--- config.mk ---
export PLATFORM = sky130hd
export DESIGN_NAME = lif_layer_tdm
export DESIGN_NICKNAME = d
export VERILOG_FILES = /design/src/rtl/lif_layer_tdm.sv
export SDC_FILE = /design/constraint.sdc
export NUM_CORES = 2
export LEC_CHECK = 0
export BUFFER_PORTS_ARGS = -buffer_cell sky130_fd_sc_hd__buf_2
export CAP_MARGIN = 20
export CORE_UTILIZATION = 30
export DETAILED_ROUTE_END_ITERATION = 12
export GPL_TIMING_DRIVEN = 0
export HOLD_SLACK_MARGIN = 0.02
export SYNTH_ARGS = -nofsm -noshare
export SYNTH_HDL_FRONTEND = slang
export SYNTH_SLANG_ARGS = --single-unit
--- constraint.sdc ---
create_clock -name clk_i -period 5.15 [get_ports clk_i]
set_input_delay 1.545 -clock clk_i [delete_from_list [all_inputs] [get_ports clk_i]]
set_output_delay 1.545 -clock clk_i [all_outputs]
set_load 0.02 [all_outputs]
--- src/rtl/lif_layer_tdm.sv ---
// Time-multiplexed leaky integrate-and-fire layer: NUM_IN inputs swept serially into NUM_OUT parallel neurons.
// Latency: out_valid_o strobes NUM_IN+1 cycles after the accepting edge; back-to-back period is NUM_IN+2 cycles.
// Backpressure: in_ready_o is high only in IDLE; a timestep is taken on in_valid_i & in_ready_o, otherwise the input is held off.
module lif_layer_tdm #(
    parameter int WIDTH_P       = 8,
    parameter int NUM_IN        = 8,
    parameter int NUM_OUT       = 10,
    parameter int THRESHOLD     = 32,
    parameter int THRESHOLD_INC = 4,
    parameter int THRESHOLD_DEC = 2,
    parameter int THRESHOLD_MIN = 16,
    parameter int LEAK_SHIFT    = 1,
    parameter int REFRACT       = 2
) (
    input  logic                                  clk_i,
    input  logic                                  rst_ni,
    input  logic                                  in_valid_i,
    output logic                                  in_ready_o,
    input  logic [NUM_IN-1:0]                     spike_i,
    input  logic                                  w_we_i,
    input  logic [$clog2(NUM_IN*NUM_OUT)-1:0]     w_addr_i,
    input  logic [WIDTH_P-1:0]                    w_data_i,
    output logic [NUM_OUT-1:0]                    spike_o,
    output logic                                  out_valid_o,
    output logic                                  busy_o
);

    localparam int NW   = NUM_IN * NUM_OUT;
    localparam int AW   = $clog2(NUM_IN * NUM_OUT);
    localparam int IDXW = (NUM_IN > 1) ? $clog2(NUM_IN) : 1;
    // Accumulator holds NUM_IN full-scale weights without overflow.
    localparam int ACCW = WIDTH_P + $clog2(NUM_IN);
    localparam int SW   = ACCW + 1;
    localparam int TW   = WIDTH_P + 1;
    localparam int RW   = (REFRACT > 0) ? $clog2(REFRACT + 1) : 1;
    localparam logic [WIDTH_P-1:0] VMAX = '1;

    typedef enum logic [1:0] {
        IDLE   = 2'd0,
        ACCUM  = 2'd1,
        UPDATE = 2'd2
    } state_t;

    state_t              state_q;
    state_t              state_d;

    logic [NUM_IN-1:0]   spike_q;
    logic [IDXW-1:0]     idx_q;
    // Base address of the current input's weight row (idx * NUM_OUT), stepped instead of multiplied.
    logic [AW-1:0]       base_q;

    logic [WIDTH_P-1:0]  w_mem   [NW];
    logic [ACCW-1:0]     acc_q   [NUM_OUT];
    logic [WIDTH_P-1:0]  v_q     [NUM_OUT];
    logic [WIDTH_P-1:0]  thr_q   [NUM_OUT];
    logic [RW-1:0]       refr_q  [NUM_OUT];

    logic [WIDTH_P-1:0]  v_d     [NUM_OUT];
    logic [WIDTH_P-1:0]  thr_d   [NUM_OUT];
    logic [RW-1:0]       refr_d  [NUM_OUT];
    logic [NUM_OUT-1:0]  spk_d;

    logic                accept;
    logic                last_in;

    assign in_ready_o = (state_q == IDLE);
    assign busy_o     = !in_ready_o;
    assign accept     = in_valid_i & in_ready_o;
    assign last_in    = (idx_q == IDXW'(NUM_IN - 1));

    // State register.
    always_ff @(posedge clk_i or negedge rst_ni) begin
        if (!rst_ni) begin
            state_q <= IDLE;
        end else begin
            state_q <= state_d;
        end
    end

    // Next-state: IDLE -> ACCUM for NUM_IN cycles -> single UPDATE cycle -> IDLE.
    always_comb begin
        state_d = state_q;
        case (state_q)
            IDLE:    if (accept) state_d = ACCUM;
            ACCUM:   if (last_in) state_d = UPDATE;
            UPDATE:  state_d = IDLE;
            default: state_d = IDLE;
        endcase
    end

    // Weight array: writable only while idle so a sweep never sees a half-updated row.
    always_ff @(posedge clk_i or negedge rst_ni) begin
        if (!rst_ni) begin
            for (int k = 0; k < NW; k++) begin
                w_mem[k] <= '0;
            end
        end else if (state_q == IDLE && w_we_i && (32'(w_addr_i) < NW)) begin
            w_mem[w_addr_i] <= w_data_i;
        end
    end

    // Timestep capture and serial accumulation of one input row per cycle.
    always_ff @(posedge clk_i or negedge rst_ni) begin
        if (!rst_ni) begin
            spike_q <= '0;
            idx_q   <= '0;
            base_q  <= '0;
            for (int j = 0; j < NUM_OUT; j++) begin
                acc_q[j] <= '0;
            end
        end else if (state_q == IDLE) begin
            if (accept) begin
                spike_q <= spike_i;
                idx_q   <= '0;
                base_q  <= '0;
                for (int j = 0; j < NUM_OUT; j++) begin
                    acc_q[j] <= '0;
                end
            end
        end else if (state_q == ACCUM) begin
            if (spike_q[idx_q]) begin
                for (int j = 0; j < NUM_OUT; j++) begin
                    acc_q[j] <= acc_q[j] + ACCW'(w_mem[base_q + AW'(j)]);
                end
            end
            idx_q  <= idx_q + IDXW'(1);
            base_q <= base_q + AW'(NUM_OUT);
        end
    end

    // Per-neuron leak, saturating integrate, adaptive threshold and refractory countdown.
    always_comb begin
        logic [WIDTH_P-1:0] v_leak;
        logic [SW-1:0]      sum;
        logic [WIDTH_P-1:0] vn;
        logic [TW-1:0]      thr_inc;
        logic [WIDTH_P-1:0] thr_up;
        logic [WIDTH_P-1:0] thr_dn;
        v_leak  = '0;
        sum     = '0;
        vn      = '0;
        thr_inc = '0;
        thr_up  = '0;
        thr_dn  = '0;
        spk_d   = '0;
        for (int j = 0; j < NUM_OUT; j++) begin
            v_d[j]    = v_q[j];
            thr_d[j]  = thr_q[j];
            refr_d[j] = refr_q[j];

            thr_inc = {1'b0, thr_q[j]} + TW'(THRESHOLD_INC);
            thr_up  = (thr_inc > TW'(VMAX)) ? VMAX : thr_inc[WIDTH_P-1:0];
            // Compare before subtracting so the decay floors instead of wrapping.
            thr_dn  = ({1'b0, thr_q[j]} >= TW'(THRESHOLD_MIN + THRESHOLD_DEC))
                      ? (thr_q[j] - WIDTH_P'(THRESHOLD_DEC))
                      : WIDTH_P'(THRESHOLD_MIN);

            v_leak = v_q[j] - (v_q[j] >> LEAK_SHIFT);
            sum    = SW'(v_leak) + SW'(acc_q[j]);
            vn     = (sum > SW'(VMAX)) ? VMAX : sum[WIDTH_P-1:0];

            if (refr_q[j] != '0) begin
                refr_d[j] = refr_q[j] - RW'(1);
                v_d[j]    = '0;
                thr_d[j]  = thr_dn;
            end else if (vn >= thr_q[j]) begin
                spk_d[j]  = 1'b1;
                v_d[j]    = '0;
                thr_d[j]  = thr_up;
                refr_d[j] = RW'(REFRACT);
            end else begin
                v_d[j]    = vn;
                thr_d[j]  = thr_dn;
            end
        end
    end

    // Neuron state and output spikes commit only on the UPDATE cycle.
    always_ff @(posedge clk_i or negedge rst_ni) begin
        if (!rst_ni) begin
            spike_o <= '0;
            for (int j = 0; j < NUM_OUT; j++) begin
                v_q[j]    <= '0;
                thr_q[j]  <= WIDTH_P'(THRESHOLD);
                refr_q[j] <= '0;
            end
        end else if (state_q == UPDATE) begin
            spike_o <= spk_d;
            for (int j = 0; j < NUM_OUT; j++) begin
                v_q[j]    <= v_d[j];
                thr_q[j]  <= thr_d[j];
                refr_q[j] <= refr_d[j];
            end
        end
    end

    // One-cycle strobe in the first IDLE cycle after UPDATE.
    always_ff @(posedge clk_i or negedge rst_ni) begin
        if (!rst_ni) begin
            out_valid_o <= 1'b0;
        end else begin
            out_valid_o <= (state_q == UPDATE);
        end
    end

endmodule

* After elaboration in Yosys (flattened, before gate mapping)
Index checks and enable logic that the tools add are counted.
W data, S select, Z words.
** Storage, ports and cells
- Input bits :: 27
- Logic and storage cells :: 467
- Bits in registers :: 961
- Output and inout bits :: 13
** Operators by class
- Eq/ne operators :: 5
- Order comparisons :: 54
- Muxes and demuxes :: 158
- Reduce and logical (&&, ||, !) cells :: 41
- Bitwise operators :: 12
- Add/subtract/negate cells :: 71
** Operator list (number)
- $mux W8 :: 91
- $bwmux W640 :: 1
- $bmux W8 S7 :: 10
- $mux W110 :: 4
- $add A8 B11 Y12 :: 10
- $gt A12 B8 Y1 const B :: 10
- $add A11 B8 Y11 :: 10
- $add A8 B3 Y9 const B :: 10
- $gt A9 B8 Y1 const B :: 10
- $ge A8 B8 Y1 const B :: 11
- $not A7 Y8 :: 11
- $ge A8 B5 Y1 const B :: 10
- $ge A8 B8 Y1 :: 10
- $sub A8 B2 Y8 const B :: 10
- $sub A8 B7 Y8 :: 10
- $demux W8 S7 :: 1
- $mux W2 :: 22
- $reduce_bool A2 Y1 :: 22
- $add A7 B3 Y7 const B :: 4
- $reduce_and A2 Y1 :: 13
- $add A7 B4 Y7 const B :: 3
- $mux W1 :: 21
- $mux W7 :: 3
- $sub A2 B1 Y2 const B :: 10
- 19 further kinds :: 24

* Longest topological paths before layout
- Depth in word-level cells :: 9
- Depth in mapped cells :: 28
- Mapped depth without buffers :: 25

* Least setup slack after synthesis
OpenSTA, ideal clock, no wires.
- Kind :: register to register
- Start point :: register base_q[2]
- End point :: register acc_q[41] in the netlist's numbering
- Arrival time :: 5.550 ns
- Data required time :: 5.067 ns
- Period minus slack after synthesis :: 5.633 ns
- Setup slack :: -0.483 ns
- Stages on the path, launching flop included :: 24
- Path through :: dfrtp_1 -> buf_2 -> inv_1 -> buf_2 -> buf_1 -> clkbuf_1 -> buf_1 -> ha_1 -> buf_2 -> buf_4 -> buf_4 -> buf_1 -> mux4_2 -> mux4_2 -> a211o_1 -> ha_1 -> fa_1 -> a211o_1 -> o211ai_1 -> a21oi_1 -> o21a_1 -> o21ai_0 -> nand3_1 -> o21ai_0
** On the way
- Longest elaborated chain between the ends :: 9
** RTL lines
- from (decl) :: line 50 : logic [AW-1:0] base_q;
- from (signal assigned) :: line 127 : base_q <= base_q + AW'(NUM_OUT);
- $add A7 B3 Y7 :: line 123 : acc_q[j] <= acc_q[j] + ACCW'(w_mem[base_q + AW'(j)]);
- $not A7 Y8 (not written as such) :: line 123
- $bmux W8 S7 :: line 123
- $mux W8 (not written as such) (2 in a row) :: line 123
- $add A11 B8 Y11 :: line 123
- $mux W110 :: line 121 : if (spike_q[idx_q]) begin
- $mux W110 :: line 120 : end else if (state_q == ACCUM) begin
- $mux W110 :: line 111 : end else if (state_q == IDLE) begin
- to (signal, indexed assignment) :: line 123
- to (decl) :: line 53 : logic [ACCW-1:0] acc_q [NUM_OUT];
No other way between the ends. The select of a mux whose other input is x is not followed.
A chain may end at the register's enable or synchronous reset.

* Worst setup path after layout
- Start point :: register base_q[2]
- End point :: register acc_q[76] in the netlist's numbering
** On the way
- Longest elaborated chain between the ends :: 9
** RTL lines (line)
- $add A7 B2 Y7 :: 123
- $not A7 Y8 (not written as such) :: 123
- $bmux W8 S7 :: 123
- $mux W8 (not written as such) (2 in a row) :: 123
- $add A11 B8 Y11 :: 123
- $mux W110 :: 121
- $mux W110 :: 120
- $mux W110 :: 111
No other way between the ends. The select of a mux whose other input is x is not followed.

==> impl_metrics.py <==
metrics = {
    "final_layout": {
        "nFillCells": 23934,
        "seq_area_um2": 24040,
        "multiInputGateArea_um2": 48030,
        "fin_nets": 7529,
        "area_growth_pct": 16.79,
        "drive_above_1_share_pct": 30.83,
    },
    "route": {
        "wl_per_cell_um": 33.94,
        "drc_errors": 0,
        "postRouteAntennaNets": 0,
        "wl_um": 351900,
        "drt-pass1-iter-count": 9,
        "first_iter_violations": 8942,
        "vias_per_cell": 6.243,
        "vias": 64727,
    },
    "place": {
        "portBuffers": 29,
        "place.gp.congestion": 1.108,
        "dp_hpwl_um": 268400,
        "place_ws_ps": -3247,
    },
    "floorplan": {
        "die_area_um2": 248100,
        "fp.dieW_um": 498.1,
        "rows": 181,
        "die_height_um": 498.1,
        "initial_core_util_pct": 30.27,
        "ioPinCount": 40,
        "core_area_um2": 243900,
    },
    "worst_setup_path": {
        "crit_arrival_ps": 5960,
        "cp_slowest_stage_delay_ps": 490,
        "start_kind": "register",
        "required_ps": 5830,
        "critPathSlowestCell": "buf_4",
        "cp.depth": 17,
        "path_buf_inv": 4,
        "crit_family": "buffers and inverters",
        "end_kind": "register",
        "worstSetupPathType": "register to register",
        "path_max_fanout": 10,
        "crit_chain": "buf_4 > ha_1 > xor2_1 > buf_4 > buf_4 > buf_4 > mux2i_2 > o22ai_2 > a31oi_1 > a31oi_1 > ha_1 > o21ai_1 > a21oi_1 > o21ai_1 > nand2_1 > nand4_1 > mux2i_1",
        "cpMostUsedCell": "buf_4",
        "reg2regPathDepth": 17,
    },
    "logic_synthesis": {
        "ys_warn_count": 0,
        "synthDistinctLibCells": 79,
        "ys_seq_area_share_pct": 32.55,
        "yosysTopAreaCell": "dfrtp_1",
        "async_flop_share_pct": 100.0,
        "synth_cells": 6758,
        "netlist_area_um2": 73830,
        "syn-num-nets": 7238,
        "synth_area_leaders": "dfrtp_1 32%, mux4_2 18%, mux2_2 11%",
        "synth_commonest_cells": "950 x dfrtp_1, 693 x mux2_2, 678 x nand2_1",
        "netlist.area_leader.share_pct": 32.20,
        "yosysMostFrequentCell": "dfrtp_1",
        "synth_ff_type": "dfrtp_1",
        "avgSynthCellArea_um2": 10.92,
        "synth_edf_count": 0,
        "ys_ff_latch": 960,
    },
    "sta": {
        "max_freq_ghz": 0.1894,
        "setup-violations-final": 13,
        "timing.final.crit_share_pct": 102.5,
        "fin_crit_ps": 5280,
        "holdWs_ps": 471.9,
        "final_max_slew_viol_count": 0,
        "hold_violations": 0,
        "relSlewSlack_pct": 9.942,
        "fin_skew_ps": 69.27,
        "setup_slack_ps": -130.3,
        "worst_pin_slew_ps": 1351,
        "rsz0062_at_grt": "yes",
    },
    "clock_tree": {
        "cts_made_buffers": 110,
        "clk_pin_slew_ps": 70,
        "root_buffer": "clkbuf_16",
        "clockBufferDepth": 3,
        "clk_latency_ps": 830,
        "htree_levels": 3,
        "cts_tree": "yes",
        "cts.sinks": 960,
    },
    "status": {
        "status": "finished with violations",
        "violations": "negative setup slack",
    },
    "global_routing": {
        "grt_antenna_before_repair": 40,
        "grt_pass1_wl_um": 485600,
        "grt_overflow": 0,
        "grt_max_degree": 119,
        "grt_pass1_vias": 61512,
        "track_usage_pct": 27.65,
    },
    "worst_hold_path": {
        "hold-path-cell-count": 2,
        "hold_path.class": "register to register",
    },
    "run": {
        "drv_cap": 0,
    },
}
## cells in the final DEF, fill, tap and decap left out, types with 54 or more instances in the layout
cell type,instances
dfrtp_1,946
mux2_2,693
nand2_1,666
mux4_2,598
ha_1,406
inv_1,319
o21ai_0,292
a21oi_1,265
nand3_1,234
nor2_1,227
clkbuf_1,213
mux2i_1,154
buf_4,148
xnor2_1,123
clkbuf_16,112
nor3_1,87
xor2_1,78
buf_2,71
o22ai_1,63
nor2b_1,60
o21a_1,54
## registers in the layout, summed over array words and instances, names as in the netlist
signal / count
acc_q: 110
base_q: 6
idx_q: 3
out_valid_o: 1
refr_q: 20
spike_o: 10
spike_q: 8
state_q: 2
thr_q: 80
v_q: 80
w_mem: 640
## kinds of logic after synthesis
logic type      count (synthesis)  synth area share, %
fa+ha+maj                     453                7.982
flops                         960                32.55
buf+inv                       772                4.377
compound gates               1291                11.27
xor+xnor                      214                2.539
simple gates                 1588                9.907
mux                          1480                31.37
## per-layer routing
metal,track usage [%],part of all wire (%),up-vias
li1,-,-,26079
met1,34.11,38,32723
met2,40.18,42,4684
met3,10.17,12,1219
met4,18.44,8.3,22
met5,0.2122,0.043,-
## repair_timing
action                                 4_1_cts  5_1_grt
gates resized for setup                    430      277
setup buffers                               53       56
pin swaps                                   29       73
endpoints found under the hold margin        0        0
hold buffers                                 0        0
setup endpoints to repair                  223      204
gates cloned                                 0        1
## area by class of cell
cell class	count	share of cell area (%)
plain buffers	436	3.481
diodes	20	0.05804
multi-input cells	5026	55.71
well taps	3202	4.646
clock buffers	146	3.604
repair buffers	191	2.181
inverters	324	1.416
clock inverters	63	1.024
flip-flops and latches	960	27.88
## worst register-to-register path: stages (launching register included)
cell	delay, ps
dfrtp_2	430
buf_4	170
ha_1	360
xor2_1	350
buf_4	380
buf_4	460
buf_4	500
mux2i_2	440
o22ai_2	220
a31oi_1	240
a31oi_1	260
ha_1	490
o21ai_1	100
a21oi_1	250
o21ai_1	130
nand2_1	110
nand4_1	120
mux2i_1	140
## metrics by stage
stage,cells,cell area (µm²),utilization [%],TNS (ps)
2_1_floorplan,6758,73850,-,0
3_3_place_gp,9989,78000,31.98,-
3_5_place_dp,10040,78870,32.34,-216870
4_1_cts,10294,84960,34.83,-47.51
5_1_grt,10352,86190,35.34,-396.1
6_report,10368,86230,35.35,-785.6
## path summary, 6_finish.rpt
check / endpoint / start / slack, ps
worst min-delay path: spike_q[3] / spike_q[3] / 470
worst max-delay path: acc_q[76] / base_q[2] / -130
worst max register to register: acc_q[76] / base_q[2] / -130
max in group asynchronous: w_mem[190] / rst_ni / 2130
worst min register to register: spike_q[3] / spike_q[3] / 470
min in group asynchronous: thr_q[74] / rst_ni / 700
Power is left out: the tool's default activity adds up to more than one toggle a clock period on the data nets, which glitch-free logic cannot reach.
